### config.mk
export PLATFORM = sky130hd
export DESIGN_NAME = if_fetch_unit_flat
export DESIGN_NICKNAME = d
export VERILOG_FILES = /design/src/rtl/if_fetch_unit_pkg.sv /design/src/rtl/if_fetch_unit_if.sv /design/src/rtl/if_fetch_unit.sv /design/src/flat_wrapper.sv
export SDC_FILE = /design/constraint.sdc
export NUM_CORES = 1
export LEC_CHECK = 0
export BUFFER_PORTS_ARGS = -buffer_cell sky130_fd_sc_hd__buf_2
export CORE_ASPECT_RATIO = 1.5
export CORE_MARGIN = 2
export CORE_UTILIZATION = 46
export CTS_CLUSTER_SIZE = 12
export DETAILED_ROUTE_END_ITERATION = 10
export MAX_ROUTING_LAYER = met4
export PLACE_DENSITY = 0.79
export SLEW_MARGIN = 25
export SYNTH_ARGS = -nofsm -noshare
export SYNTH_HDL_FRONTEND = slang
export SYNTH_SLANG_ARGS = --single-unit
### constraint.sdc
create_clock -name clk -period 7.5 [get_ports clk]
set_input_delay 1.125 -clock clk [delete_from_list [all_inputs] [get_ports clk]]
set_output_delay 1.125 -clock clk [all_outputs]
set_load 0.03 [all_outputs]
### src/rtl/if_fetch_unit_pkg.sv
// Shared CPU front-end types: fetch FSM states, IF/ID bundle, reset defaults.
// Imported by the fetch stage and its testbench.
package if_fetch_unit_pkg;

    typedef enum logic [1:0] {
        S_REQ  = 2'd0,
        S_WAIT = 2'd1,
        S_HOLD = 2'd2
    } fetch_state_e;

    localparam logic [31:0] RESET_PC_DEF = 32'h0000_0000;
    localparam logic [31:0] NOP_INST_DEF = 32'h0000_0013;

    typedef struct packed {
        logic [31:0] pc;
        logic [31:0] inst;
        logic        valid;
    } if_id_t;

endpackage

### src/rtl/if_fetch_unit_if.sv
// Instruction-memory request/response bus between fetch stage and IM.
// One request outstanding at a time; address held until accepted.
interface if_fetch_unit_if;
    logic        im_req;
    logic [31:0] im_addr;
    logic        im_ready;
    logic        im_rvalid;
    logic [31:0] im_rdata;

    modport master (
        output im_req,
        output im_addr,
        input  im_ready,
        input  im_rvalid,
        input  im_rdata
    );

    modport slave (
        input  im_req,
        input  im_addr,
        output im_ready,
        output im_rvalid,
        output im_rdata
    );
endinterface

### src/rtl/if_fetch_unit.sv
// Instruction-fetch stage: PC register, single-outstanding IM fetch FSM,
// one-entry stall buffer and the IF/ID pipeline register.
module if_fetch_unit
    import if_fetch_unit_pkg::*;
#(
    parameter logic [31:0] RESET_PC = RESET_PC_DEF,
    parameter logic [31:0] NOP_INST = NOP_INST_DEF
) (
    input  logic              clk,
    input  logic              rst,
    input  logic [31:0]       i_next_pc,
    input  logic              i_flush,
    input  logic              i_stall,
    input  logic              i_dm_busy,
    output logic [31:0]       o_pc,
    output logic              o_im_busy,
    if_fetch_unit_if.master   im,
    output logic [31:0]       o_if_id_pc,
    output logic [31:0]       o_if_id_inst,
    output logic              o_if_id_valid
);

    fetch_state_e r_state;
    fetch_state_e w_state_nxt;
    logic         r_drop;
    logic         w_drop_nxt;
    logic [31:0]  r_pc;
    logic [31:0]  w_pc_nxt;
    logic [31:0]  r_req_addr;
    logic [31:0]  r_buf_pc;
    logic [31:0]  r_buf_inst;
    logic [31:0]  w_buf_pc_nxt;
    logic [31:0]  w_buf_inst_nxt;
    if_id_t       r_if_id;
    if_id_t       w_if_id_nxt;
    logic         w_hold;
    logic         w_deliver;

    assign w_hold = i_stall | i_dm_busy;

    assign w_deliver =
        ((r_state == S_WAIT) & im.im_rvalid & ~r_drop & ~i_flush & ~w_hold) |
        ((r_state == S_HOLD) & ~i_flush & ~w_hold);

    // Flush redirects even when the front end is held.
    assign w_pc_nxt = (w_deliver | i_flush) ? i_next_pc : r_pc;

    always_comb begin
        w_state_nxt    = r_state;
        w_drop_nxt     = r_drop;
        w_buf_pc_nxt   = r_buf_pc;
        w_buf_inst_nxt = r_buf_inst;
        case (r_state)
            S_REQ: begin
                if (i_flush) w_drop_nxt = 1'b1;
                if (im.im_ready) w_state_nxt = S_WAIT;
            end
            S_WAIT: begin
                if (im.im_rvalid) begin
                    if (r_drop | i_flush) begin
                        w_drop_nxt  = 1'b0;
                        w_state_nxt = S_REQ;
                    end else if (w_hold) begin
                        w_buf_pc_nxt   = r_req_addr;
                        w_buf_inst_nxt = im.im_rdata;
                        w_state_nxt    = S_HOLD;
                    end else begin
                        w_state_nxt = S_REQ;
                    end
                end else if (i_flush) begin
                    w_drop_nxt = 1'b1;
                end
            end
            S_HOLD: begin
                if (i_flush | ~w_hold) w_state_nxt = S_REQ;
            end
            default: w_state_nxt = S_REQ;
        endcase
    end

    always_comb begin
        w_if_id_nxt = r_if_id;
        if (i_flush) begin
            w_if_id_nxt.inst  = NOP_INST;
            w_if_id_nxt.valid = 1'b0;
        end else if (w_deliver) begin
            w_if_id_nxt.valid = 1'b1;
            if (r_state == S_HOLD) begin
                w_if_id_nxt.pc   = r_buf_pc;
                w_if_id_nxt.inst = r_buf_inst;
            end else begin
                w_if_id_nxt.pc   = r_req_addr;
                w_if_id_nxt.inst = im.im_rdata;
            end
        end else if (!w_hold) begin
            w_if_id_nxt.inst  = NOP_INST;
            w_if_id_nxt.valid = 1'b0;
        end
    end

    always_ff @(posedge clk or posedge rst) begin
        if (rst) begin
            r_state    <= S_REQ;
            r_drop     <= 1'b0;
            r_pc       <= RESET_PC;
            r_req_addr <= RESET_PC;
            r_buf_pc   <= '0;
            r_buf_inst <= '0;
            r_if_id    <= '{pc: 32'h0, inst: NOP_INST, valid: 1'b0};
        end else begin
            r_state    <= w_state_nxt;
            r_drop     <= w_drop_nxt;
            r_pc       <= w_pc_nxt;
            r_buf_pc   <= w_buf_pc_nxt;
            r_buf_inst <= w_buf_inst_nxt;
            r_if_id    <= w_if_id_nxt;
            // A fresh request always targets the PC as it stands after this edge.
            if (w_state_nxt == S_REQ && r_state != S_REQ)
                r_req_addr <= w_pc_nxt;
        end
    end

    assign o_pc          = r_pc;
    assign o_im_busy     = ~w_deliver;
    assign im.im_req     = (r_state == S_REQ);
    assign im.im_addr    = r_req_addr;
    assign o_if_id_pc    = r_if_id.pc;
    assign o_if_id_inst  = r_if_id.inst;
    assign o_if_id_valid = r_if_id.valid;

endmodule

### src/flat_wrapper.sv
// flat-port wrapper written by rule: the top's interface ports become plain ports
module if_fetch_unit_flat import if_fetch_unit_pkg::*;
#(
    parameter logic [31:0] RESET_PC = RESET_PC_DEF,
    parameter logic [31:0] NOP_INST = NOP_INST_DEF
)
  (clk, rst, i_next_pc, i_flush, i_stall, i_dm_busy, o_pc, o_im_busy, o_if_id_pc, o_if_id_inst, o_if_id_valid, im_im_req, im_im_addr, im_im_ready, im_im_rvalid, im_im_rdata);
  if_fetch_unit_if im_i ();
  input  logic clk;
  input  logic rst;
  input  logic [31:0] i_next_pc;
  input  logic i_flush;
  input  logic i_stall;
  input  logic i_dm_busy;
  output logic [31:0] o_pc;
  output logic o_im_busy;
  output logic [31:0] o_if_id_pc;
  output logic [31:0] o_if_id_inst;
  output logic o_if_id_valid;
  output wire logic [$bits(im_i.im_req)-1:0] im_im_req;
  output wire logic [$bits(im_i.im_addr)-1:0] im_im_addr;
  input wire logic [$bits(im_i.im_ready)-1:0] im_im_ready;
  input wire logic [$bits(im_i.im_rvalid)-1:0] im_im_rvalid;
  input wire logic [$bits(im_i.im_rdata)-1:0] im_im_rdata;
  assign im_im_req = im_i.im_req;
  assign im_im_addr = im_i.im_addr;
  assign im_i.im_ready = im_im_ready;
  assign im_i.im_rvalid = im_im_rvalid;
  assign im_i.im_rdata = im_im_rdata;
  if_fetch_unit #(.RESET_PC(RESET_PC), .NOP_INST(NOP_INST)) u_core (.clk(clk), .rst(rst), .i_next_pc(i_next_pc), .i_flush(i_flush), .i_stall(i_stall), .i_dm_busy(i_dm_busy), .o_pc(o_pc), .o_im_busy(o_im_busy), .im(im_i), .o_if_id_pc(o_if_id_pc), .o_if_id_inst(o_if_id_inst), .o_if_id_valid(o_if_id_valid));
endmodule
* Yosys cells after proc, flatten, opt, wreduce, memory -nomap -nowiden *
Index checks and enable logic that the tools add are counted.

operators by class
  equal/unequal tests = 4
  bitwise operators = 16
  muxes and demuxes = 15
  reduce and logical (&&, ||, !) cells = 8

operators by type and width
  cell                number
  $mux 33             3
  $mux 64             1
  $mux 32             1
  $mux 2              5
  $and 1x1->1         6
  $ne 3x3->1 const B  2
  $pmux 2 s3          1
  $not 1->1           5
  $or 1x1->1          5
  $logic_not 2->1     2
  $reduce_and 2->1    2
  $reduce_and 4->1    1
  $reduce_bool 2->1   2
  $mux 1              3
  $eq 2x1->1 const B  1
  $eq 2x2->1 const B  1
  $pmux 1 s2          1
  $logic_and 1x1->1   1

word-level totals
  output and inout bits = 131
  bits of input ports = 71
  register bits = 196
  logic and storage cells = 52

* Longest topological paths before layout *
Gate-level depths: netlist (run 1).

  depth in word-level cells = 8
  depth in mapped cells = 9
  depth with buffers taken out = 4

* Worst setup path after synthesis (run 1) *
Ideal clock, no wire load.

  path type = input -> output
  from = input port i_dm_busy
  to = output port o_im_busy
  arrival = 2.037 ns
  path buffers = 3
  data required time = 6.375 ns
  setup slack = 4.338 ns
  cell stages on the path = 5
  cells stage by stage = or2_1 buf_6 a211o_1 buf_2 buf_2

on the way
  longest elaborated chain between the ends = 5
  elaborated cells between the ends (all ways) = 6
  those cells by class = bitwise: 6

ends and longest elaborated chain
  what                                   RTL line                                  text
  from (decl)                            flat_wrapper.sv:14                        input logic i_dm_busy;
  $or 1x1->1 *                           if_fetch_unit.sv:39                       assign w_hold = i_stall | i_dm_busy;
  $not 1->1 *                            if_fetch_unit.sv:42, if_fetch_unit.sv:43
  $and 1x1->1, on equally long branches  if_fetch_unit.sv:42, if_fetch_unit.sv:43
  $or 1x1->1 *                           if_fetch_unit.sv:42                       ((r_state == S_WAIT) & im.im_rvalid & ~r_drop & ~i_flush & ~w_hold) |
  $not 1->1 *                            if_fetch_unit.sv:124                      assign o_im_busy = ~w_deliver;
  to (decl)                              flat_wrapper.sv:16                        output logic o_im_busy;

Every way passes the cells marked *; elsewhere a longest branch is shown, timed or not.

* Worst setup path in the final report (run 1) *
  from = input port im_im_rvalid
  to = output port o_im_busy

on the way
  longest elaborated chain between the ends = 6

ends and longest elaborated chain
  what                      RTL line              text
  from (decl)               flat_wrapper.sv:23    input wire logic [$bits(im_i.im_rvalid)-1:0] im_im_rvalid;
  $and 1x1->1 (4 in a row)  if_fetch_unit.sv:42
  $or 1x1->1                if_fetch_unit.sv:42
  $not 1->1                 if_fetch_unit.sv:124

No other way between the ends.

==> impl_metrics.py, run 1 <==
metrics = {
    "synthesis": {
        "syn_avg_cell_area_sq_um": 12.0,
        "syn_nets": 828,
        "seq_area_frac_synth_pct": 54.2,
        "synth_area_sq_mm": 0.00906,
        "synth_edf_count": 0,
        "yosysUniqueCellTypes": 31,
        "synth_ff_type": "dfrtp_1",
        "synthCells": 757,
        "async_reset_ff_share_pct": 100,
        "ys_warn_count": 0,
        "synth-seq-cells": 196,
    },
    "timing": {
        "setup_viol": 0,
        "fmax_mhz": 219,
        "tightest_slew_ns": 1.06,
        "hold_viol": 0,
        "finalMaxSlewViolations": 0,
        "fin_skew_ns": 0.00997,
        "rsz0062_at_grt": "no",
        "timing.final.crit_share_pct": 60.8,
        "relSlewSlack_pct": 29.4,
        "setup_slack_ns": 2.94,
        "tns_ns": 0,
        "whs_ns": 0.478,
        "fin_crit_ns": 4.56,
    },
    "global_route": {
        "first_global_vias": 6626,
        "grt_usage_pct": 21.8,
        "grt_pass1_wl_um": 34700,
        "grt_max_degree": 118,
        "antenna_found_initial": 3,
        "grt_remaining_overflow": 0,
    },
    "layout": {
        "final_cell_mix": "buf_2 (201), dfrtp_1 (193), mux2_2 (99)",
        "final_area_sq_mm": 0.0108,
        "instances_no_fill": 1197,
        "syn2layout_area_growth_pct": 19.4,
        "fin_util_pct": 56.2,
        "layout_commonest_cell": "buf_2",
        "layout-drive-gt1-share_pct": 41.0,
        "nets": 996,
    },
    "route": {
        "postRouteAntennaNets": 0,
        "drt_pass1_iterations": 4,
        "drt-initial-drc-count": 465,
        "wl_met3_um": 987,
        "wire_per_inst_um": 18.3,
        "wl_met1_um": 9160,
        "post_drt_via_cell_ratio": 5.49,
        "vias": 6576,
        "routed_wl_um": 21900,
        "routed-wl-met2_um": 11300,
        "drt_drc_violations_left": 0,
        "maxUsedRoutingLayer": "met4",
    },
    "worst_setup_path": {
        "startpoint_type": "input port",
        "cpMostUsedCell": "buf_2",
        "crit_family": "compound AO/OA/AOI/OAI gates",
        "max_stage_delay_ns": 0.91,
        "required_ns": 6.38,
        "reg2reg_slack_ns": 4.45,
        "worstSetupEndpointType": "primary output",
        "criticalPathCategory": "input port to primary output",
        "crit_arrival_ns": 3.44,
        "path_max_fanout": 98,
        "slowest_stage": "a211o_4",
        "path_cells": "buf_2 > nand4bb_2 > a211o_4 > buf_2",
        "path_buf_inv": 2,
    },
    "clock_tree": {
        "cts_made_buffers": 17,
        "htreeDepth": 4,
        "post_cts_resized": 0,
        "cts_hold_buf": 0,
        "cts.sinks": 196,
        "insertion_delay_ns": 0.44,
        "cts_tree": "built",
        "clockBufferDepth": 2,
        "post_cts_buffers": 0,
        "root_buffer": "clkbuf_16",
        "path_clk_slew_ns": 0.07,
    },
    "power_and_ir_drop": {
        "leakagePower_nw": 5.37,
        "power_mw": 3.75,
        "p_sw_mw": 1.35,
        "ir_drop_mv": 0.195,
        "combPwrFrac_pct": 30.3,
        "cellPowerDensity_mw_per_mm2": 347,
        "p_seq_share_pct": 43.3,
        "sw_frac_of_total_pct": 36.1,
        "p_clk_share_pct": 26.4,
        "p_int_mw": 2.39,
    },
    "status": {
        "status": "complete, no violations",
    },
    "die": {
        "dieWidth_um": 119,
        "ios": 202,
        "start_util_pct": 47.1,
        "core-area_sq_mm": 0.0192,
        "dieArea_sq_mm": 0.0209,
        "dieHeight_um": 176,
        "std_cell_rows": 62,
    },
    "place": {
        "placed_area_sq_mm": 0.0102,
        "place_inst": 1162,
        "place_ws_ns": 2.96,
        "portBuffers": 201,
        "hpwlAfterDp_um": 14000,
        "globalplace.congestion": 0.775,
    },
    "run": {
        "maxCapViolCount": 0,
    },
    "worst_hold_path": {
        "hold_path.class": "register to register",
    },
}
-- tightest hold or removal path, cell delays in order, from the launching register on --
cell	delay, ns
dfrtp_1	0.34
nand2_1	0.04
o21ai_1	0.06
-- cells in the mapped netlist (all sizes together) (3+ instances only) --
master	count	share of area, %
dfrtp	193	53
mux2	99	12
nand3	96	5.3
nand2	64	2.7
mux2i	62	6.9
o21ai	62	3.4
buf	39	3.0
a221oi	32	5.2
and2	32	2.2
nor2b	32	2.2
clkbuf	21	0.88
a21oi	4	0.26
nor2	4	0.17
dfstp	3	0.87
inv	3	0.12
o22a	3	0.29
-- power groups by stage --
| stage | logic, mW | clock network, mW | registers [mW] |
|---|---|---|---|
| after floorplan | 0.466 | 0 | 1.95 |
| after global placement | 1.11 | 0 | 1.63 |
| after detailed placement | 1.15 | 0 | 1.64 |
| after CTS | 1.15 | 1.01 | 1.62 |
| after global routing | 1.22 | 1.05 | 1.67 |
| final | 1.14 | 0.989 | 1.62 |
-- final cells by class --
type	count	area [sq um]
Sequential cell	196	4910
Fill cell	1693	8430
Clock inverter	13	185
Multi-Input combinational cell	498	3830
Antenna cell	3	7.51
Timing Repair Buffer	209	1090
Inverter	3	18.8
Clock buffer	19	453
Tap cell	256	320
-- routing by layer --
metal | GRT usage [%] | vias up
met5 | - | -
met4 | 8.18 | 0
met3 | 4.51 | 21
met2 | 35.8 | 171
met1 | 26.7 | 3345
li1 | - | 3039
-- path summary, 6_finish.rpt --
kind	depth (start not counted)	start	to
max in group asynchronous	3	rst	u_core.o_if_id_pc[18]
setup / recovery	4	im_im_rvalid	o_im_busy
hold reg to reg	2	u_core.o_if_id_pc[10]	u_core.o_if_id_pc[10]
setup reg to reg	4	u_core.r_state[1]	u_core.o_if_id_pc[23]
min in group asynchronous	2	rst	u_core.o_if_id_valid
hold / removal	2	u_core.o_if_id_pc[10]	u_core.o_if_id_pc[10]
-- flip-flops by register name, indices dropped and copies added (netlist names) --
signal                count
u_core.im.im_addr        32
u_core.o_if_id_inst      32
u_core.o_if_id_pc        32
u_core.o_pc              32
u_core.r_buf_inst        32
u_core.r_buf_pc          32
u_core.r_state            2
u_core.o_if_id_valid      1
u_core.r_drop             1
-- kinds of logic (layout without fill, tap and decap cells) --
group / after synthesis / after routing / share of synthesized area (%)
buf+inv: 63 / 244 / 3.98
mux: 161 / 161 / 19.2
compound gates: 104 / 104 / 9.44
flops: 196 / 196 / 54.2
simple gates: 233 / 233 / 13.2
other cells: 0 / 3 / 0
(Power assumes the default switching activity.)
==> run 2: changes to the inputs <==
- PLACE_DENSITY: 0.79 -> 0.81
- clock period: 7.5 -> 3.9 ns (I/O delays scaled with it)
==> impl_metrics.py, run 2 (same netlist as run 1, synthesis figures left out) <==
metrics = {
    "status": {
        "status": "complete, no violations",
    },
    "die": {
        "std_cell_rows": 62,
        "dieHeight_um": 176,
        "dieArea_sq_mm": 0.0209,
        "core-area_sq_mm": 0.0192,
        "start_util_pct": 47.1,
        "dieWidth_um": 119,
        "ios": 202,
    },
    "power_and_ir_drop": {
        "cellPowerDensity_mw_per_mm2": 649,
        "leakagePower_nw": 5.34,
        "power_mw": 7.00,
        "ir_drop_mv": 0.324,
    },
    "clock_tree": {
        "htreeDepth": 4,
        "cts_made_buffers": 17,
        "cts_tree": "built",
        "cts_hold_buf": 0,
        "insertion_delay_ns": 0.43,
        "post_cts_buffers": 0,
        "path_clk_slew_ns": 0.07,
        "root_buffer": "clkbuf_16",
        "cts.sinks": 196,
        "clockBufferDepth": 2,
        "post_cts_resized": 0,
    },
    "worst_setup_path": {
        "startpoint_type": "register",
        "reg2regPathDepth": 3,
        "r2r_end": "u_core.r_buf_inst[26]",
        "worstReg2RegStart": "u_core.r_state[1]",
        "required_ns": 4.21,
        "reg2reg_slack_ns": 1.12,
        "worstSetupEndpointType": "register",
        "path_max_fanout": 64,
        "crit_arrival_ns": 3.09,
        "criticalPathCategory": "register to register",
    },
    "timing": {
        "whs_ns": 0.374,
        "timing.final.crit_share_pct": 71.2,
        "rsz0062_at_grt": "no",
        "hold_viol": 0,
        "tns_ns": 0,
        "setup_slack_ns": 1.12,
        "tightest_slew_ns": 0.945,
        "setup_viol": 0,
        "relSlewSlack_pct": 36.9,
        "fmax_mhz": 360,
        "fin_skew_ns": 0.0100,
        "fin_crit_ns": 2.78,
        "finalMaxSlewViolations": 0,
    },
    "route": {
        "vias": 6519,
        "routed_wl_um": 21700,
        "drt_drc_violations_left": 0,
        "postRouteAntennaNets": 0,
        "drt-initial-drc-count": 465,
        "wire_per_inst_um": 18.1,
        "drt_pass1_iterations": 4,
        "post_drt_via_cell_ratio": 5.44,
    },
    "worst_hold_path": {
        "hold_path.class": "input port to asynchronous set/reset pin",
    },
    "place": {
        "hpwlAfterDp_um": 14000,
        "globalplace.congestion": 0.833,
        "placed_area_sq_mm": 0.0102,
        "place_ws_ns": 0.927,
        "portBuffers": 201,
    },
    "global_route": {
        "grt_pass1_wl_um": 35100,
        "grt_usage_pct": 22.1,
        "first_global_vias": 6804,
        "grt_max_degree": 148,
        "grt_remaining_overflow": 0,
        "antenna_found_initial": 1,
    },
    "layout": {
        "layout_commonest_cell": "buf_2",
        "final_area_sq_mm": 0.0108,
        "final_cell_mix": "buf_2 (201), dfrtp_1 (193), mux2_2 (99)",
        "nets": 1000,
        "nFillCells": 1667,
        "layout-drive-gt1-share_pct": 41.1,
        "syn2layout_area_growth_pct": 19.0,
    },
    "run": {
        "maxCapViolCount": 0,
    },
}
run 2: changes by cell type in the layout (fill, tap and decap cells not counted):
| cell | previous run | this run |
|---|---|---|
| bufinv_16 | 3 | 1 |
| buf_12 | 0 | 3 |
| buf_16 | 1 | 0 |
| inv_8 | 4 | 0 |
| nor2_4 | 0 | 1 |
| diode_2 | 3 | 1 |
| clkinvlp_4 | 0 | 5 |
| clkbuf_1 | 0 | 2 |
| nor2_2 | 2 | 1 |
| buf_6 | 1 | 0 |
| buf_4 | 6 | 9 |
| clkbuf_8 | 2 | 1 |
run 2: worst max path at each step:
stage                      start  slack, ns  cells past startpoint               endpoint
6_report       u_core.r_state[1]       1.12                      3  u_core.r_buf_inst[26]
5_1_grt        u_core.r_state[0]       0.96                      3  u_core.r_buf_inst[26]
4_1_cts        u_core.r_state[1]       1.09                      3  u_core.r_buf_inst[26]
3_5_place_dp        im_im_rvalid       0.93                      4  u_core.r_buf_inst[26]
3_3_place_gp        im_im_rvalid       0.97                      4    u_core.r_buf_pc[28]
2_1_floorplan                rst       0.79                      1   u_core.im.im_addr[0]
run 2: metrics by stage:
step | utilization (%) | std cells
2_1_floorplan | - | 757
3_3_place_gp | 53.1 | 1166
3_5_place_dp | 53.1 | 1166
4_1_cts | 56.0 | 1198
5_1_grt | 56.0 | 1199
6_report | 56.0 | 1199
run 2: area by class of cell:
cell class                      instances  area, sq um  area share (%)
Timing Repair Buffer                  213         1130            10.5
Inverter                                3         15.0           0.139
Sequential cell                       196         4910            45.5
Tap cell                              256          320            2.97
Clock buffer                           20          447            4.14
Antenna cell                            1         2.50          0.0232
Clock inverter                         12          121            1.13
Multi-Input combinational cell        498         3830            35.6
run 2: where the power goes:
group	switching, mW	internal [mW]	leakage [nW]	total (mW)
logic	1.34	0.845	2.67	2.18
clock network	0.786	0.910	0.265	1.70
registers	0.428	2.69	2.40	3.12
run 2: worst max-delay path: stages (launching register included):
cell	delay [ns]
dfrtp_1	0.48
and4bb_2	0.93
nand2_4	0.71
mux2_2	0.51
run 2: routing by layer:
metal | global-route usage (%) | share of wire [%]
met5 | - | 0
met4 | 8.78 | 2.3
met3 | 4.81 | 4.1
met2 | 37.5 | 52
met1 | 25.4 | 42
==> run 3: changes to the inputs <==
- clock period: 3.9 -> 2.2 ns (I/O delays scaled with it)
==> impl_metrics.py, run 3 (same netlist as run 1, synthesis figures left out) <==
metrics = {
    "clock_tree": {
        "htreeDepth": 4,
        "insertion_delay_ns": 0.43,
        "path_clk_slew_ns": 0.07,
        "cts_made_buffers": 17,
        "clockBufferDepth": 2,
        "cts_hold_buf": 0,
        "cts.sinks": 196,
        "cts_tree": "built",
        "root_buffer": "clkbuf_16",
    },
    "die": {
        "std_cell_rows": 62,
        "ios": 202,
        "dieArea_sq_mm": 0.0209,
        "start_util_pct": 47.1,
        "core-area_sq_mm": 0.0192,
        "dieHeight_um": 176,
        "dieWidth_um": 119,
    },
    "timing": {
        "timing.final.crit_share_pct": 97.3,
        "finalMaxSlewViolations": 0,
        "hold_viol": 0,
        "relSlewSlack_pct": 39.5,
        "fin_crit_ns": 2.14,
        "fmax_mhz": 467,
        "tightest_slew_ns": 0.904,
        "setup_viol": 0,
        "rsz0062_at_grt": "no",
        "fin_skew_ns": 0.00809,
        "whs_ns": 0.00908,
    },
    "run": {
        "maxCapViolCount": 0,
    },
    "layout": {
        "layout_commonest_cell": "buf_2",
        "syn2layout_area_growth_pct": 22.8,
        "nets": 1021,
        "final_cell_mix": "buf_2 (200), dfrtp_1 (193), mux2_2 (99)",
        "final_area_sq_mm": 0.0111,
        "instances_no_fill": 1221,
        "layout-drive-gt1-share_pct": 42.5,
    },
    "route": {
        "postRouteAntennaNets": 0,
        "wire_per_inst_um": 18.2,
        "drt_drc_violations_left": 0,
        "post_drt_via_cell_ratio": 5.49,
        "wl_met1_um": 9180,
        "drt-initial-drc-count": 363,
        "routed_wl_um": 22200,
        "routed-wl-met2_um": 11000,
        "maxUsedRoutingLayer": "met4",
        "vias": 6703,
        "wl_met3_um": 1050,
        "drt_pass1_iterations": 4,
    },
    "global_route": {
        "grt_usage_pct": 22.2,
        "grt_pass1_wl_um": 35600,
        "grt_remaining_overflow": 0,
        "grt_max_degree": 74,
        "antenna_found_initial": 2,
        "first_global_vias": 6844,
    },
    "worst_setup_path": {
        "startpoint_type": "register",
        "crit_family": "flip-flops",
        "criticalPathCategory": "register to primary output",
        "cpMostUsedCell": "buf_4",
        "required_ns": 1.87,
        "max_stage_delay_ns": 0.40,
        "path_max_fanout": 7,
        "worstSetupEndpointType": "primary output",
        "slowest_stage": "dfrtp_1",
        "path_buf_inv": 2,
        "path_cells": "buf_4 > nand4bb_4 > a211o_4 > buf_4",
        "crit_arrival_ns": 1.81,
    },
    "worst_hold_path": {
        "hold_path.class": "input port to asynchronous set/reset pin",
    },
    "place": {
        "globalplace.congestion": 0.831,
        "hpwlAfterDp_um": 15400,
        "portBuffers": 201,
        "placed_area_sq_mm": 0.0105,
        "place_inst": 1186,
    },
    "power_and_ir_drop": {
        "power_mw": 12.9,
        "ir_drop_mv": 0.667,
        "leakagePower_nw": 5.54,
        "cellPowerDensity_mw_per_mm2": 1160,
    },
    "status": {
        "status": "complete, no violations",
    },
}
## run 3: worst paths after layout
path,startpoint,end,slack [ns],depth (start not counted)
setup / recovery,u_core.r_state[1],o_im_busy,0.06,4
hold / removal,rst,u_core.o_if_id_inst[5],0.009,2
setup reg to reg,u_core.r_state[0],u_core.im.im_addr[0],0.15,5
hold reg to reg,u_core.o_if_id_pc[25],u_core.o_if_id_pc[25],0.48,2
max in group asynchronous,rst,u_core.o_if_id_inst[0],1.51,3
min in group clk,im_im_rdata[15],u_core.r_buf_inst[15],0.13,2
## run 3: power breakdown
group          leakage [nW]  switching, mW  internal [mW]  total, mW
combinational          2.82           2.41           1.54       3.95
sequential             2.40          0.772           4.77       5.54
clock                 0.315           1.40           1.96       3.36
## run 3: layout make-up
| type | instances | area, sq um |
|---|---|---|
| Tap cell | 256 | 320 |
| Fill cell | 1631 | 8120 |
| Antenna cell | 2 | 5.00 |
| Timing Repair Buffer | 234 | 1390 |
| Sequential cell | 196 | 4910 |
| Inverter | 3 | 15.0 |
| Clock inverter | 13 | 194 |
| Clock buffer | 19 | 443 |
| Multi-Input combinational cell | 498 | 3840 |
## run 3: metal layers
layer | vias up | track usage, %
met5 | - | -
met4 | 0 | 11.8
met3 | 54 | 4.97
met2 | 207 | 34.9
met1 | 3346 | 26.8
li1 | 3096 | -
## run 3: stage by stage
step                setup slack (ns)  util [%]  TNS [ns]
floorplan                     -0.660         -   -127.42
global placement            -0.00493      54.4  -0.00493
detailed placement          -0.00957      54.4  -0.00957
CTS                           0.0371      57.8         0
global route                 0.00402      57.8         0
finish                        0.0587      57.8         0
## run 3: repair_timing
item                       CTS  global route
setup buffers                1             0
setup endpoints to repair    1             0
resized for setup            2             0
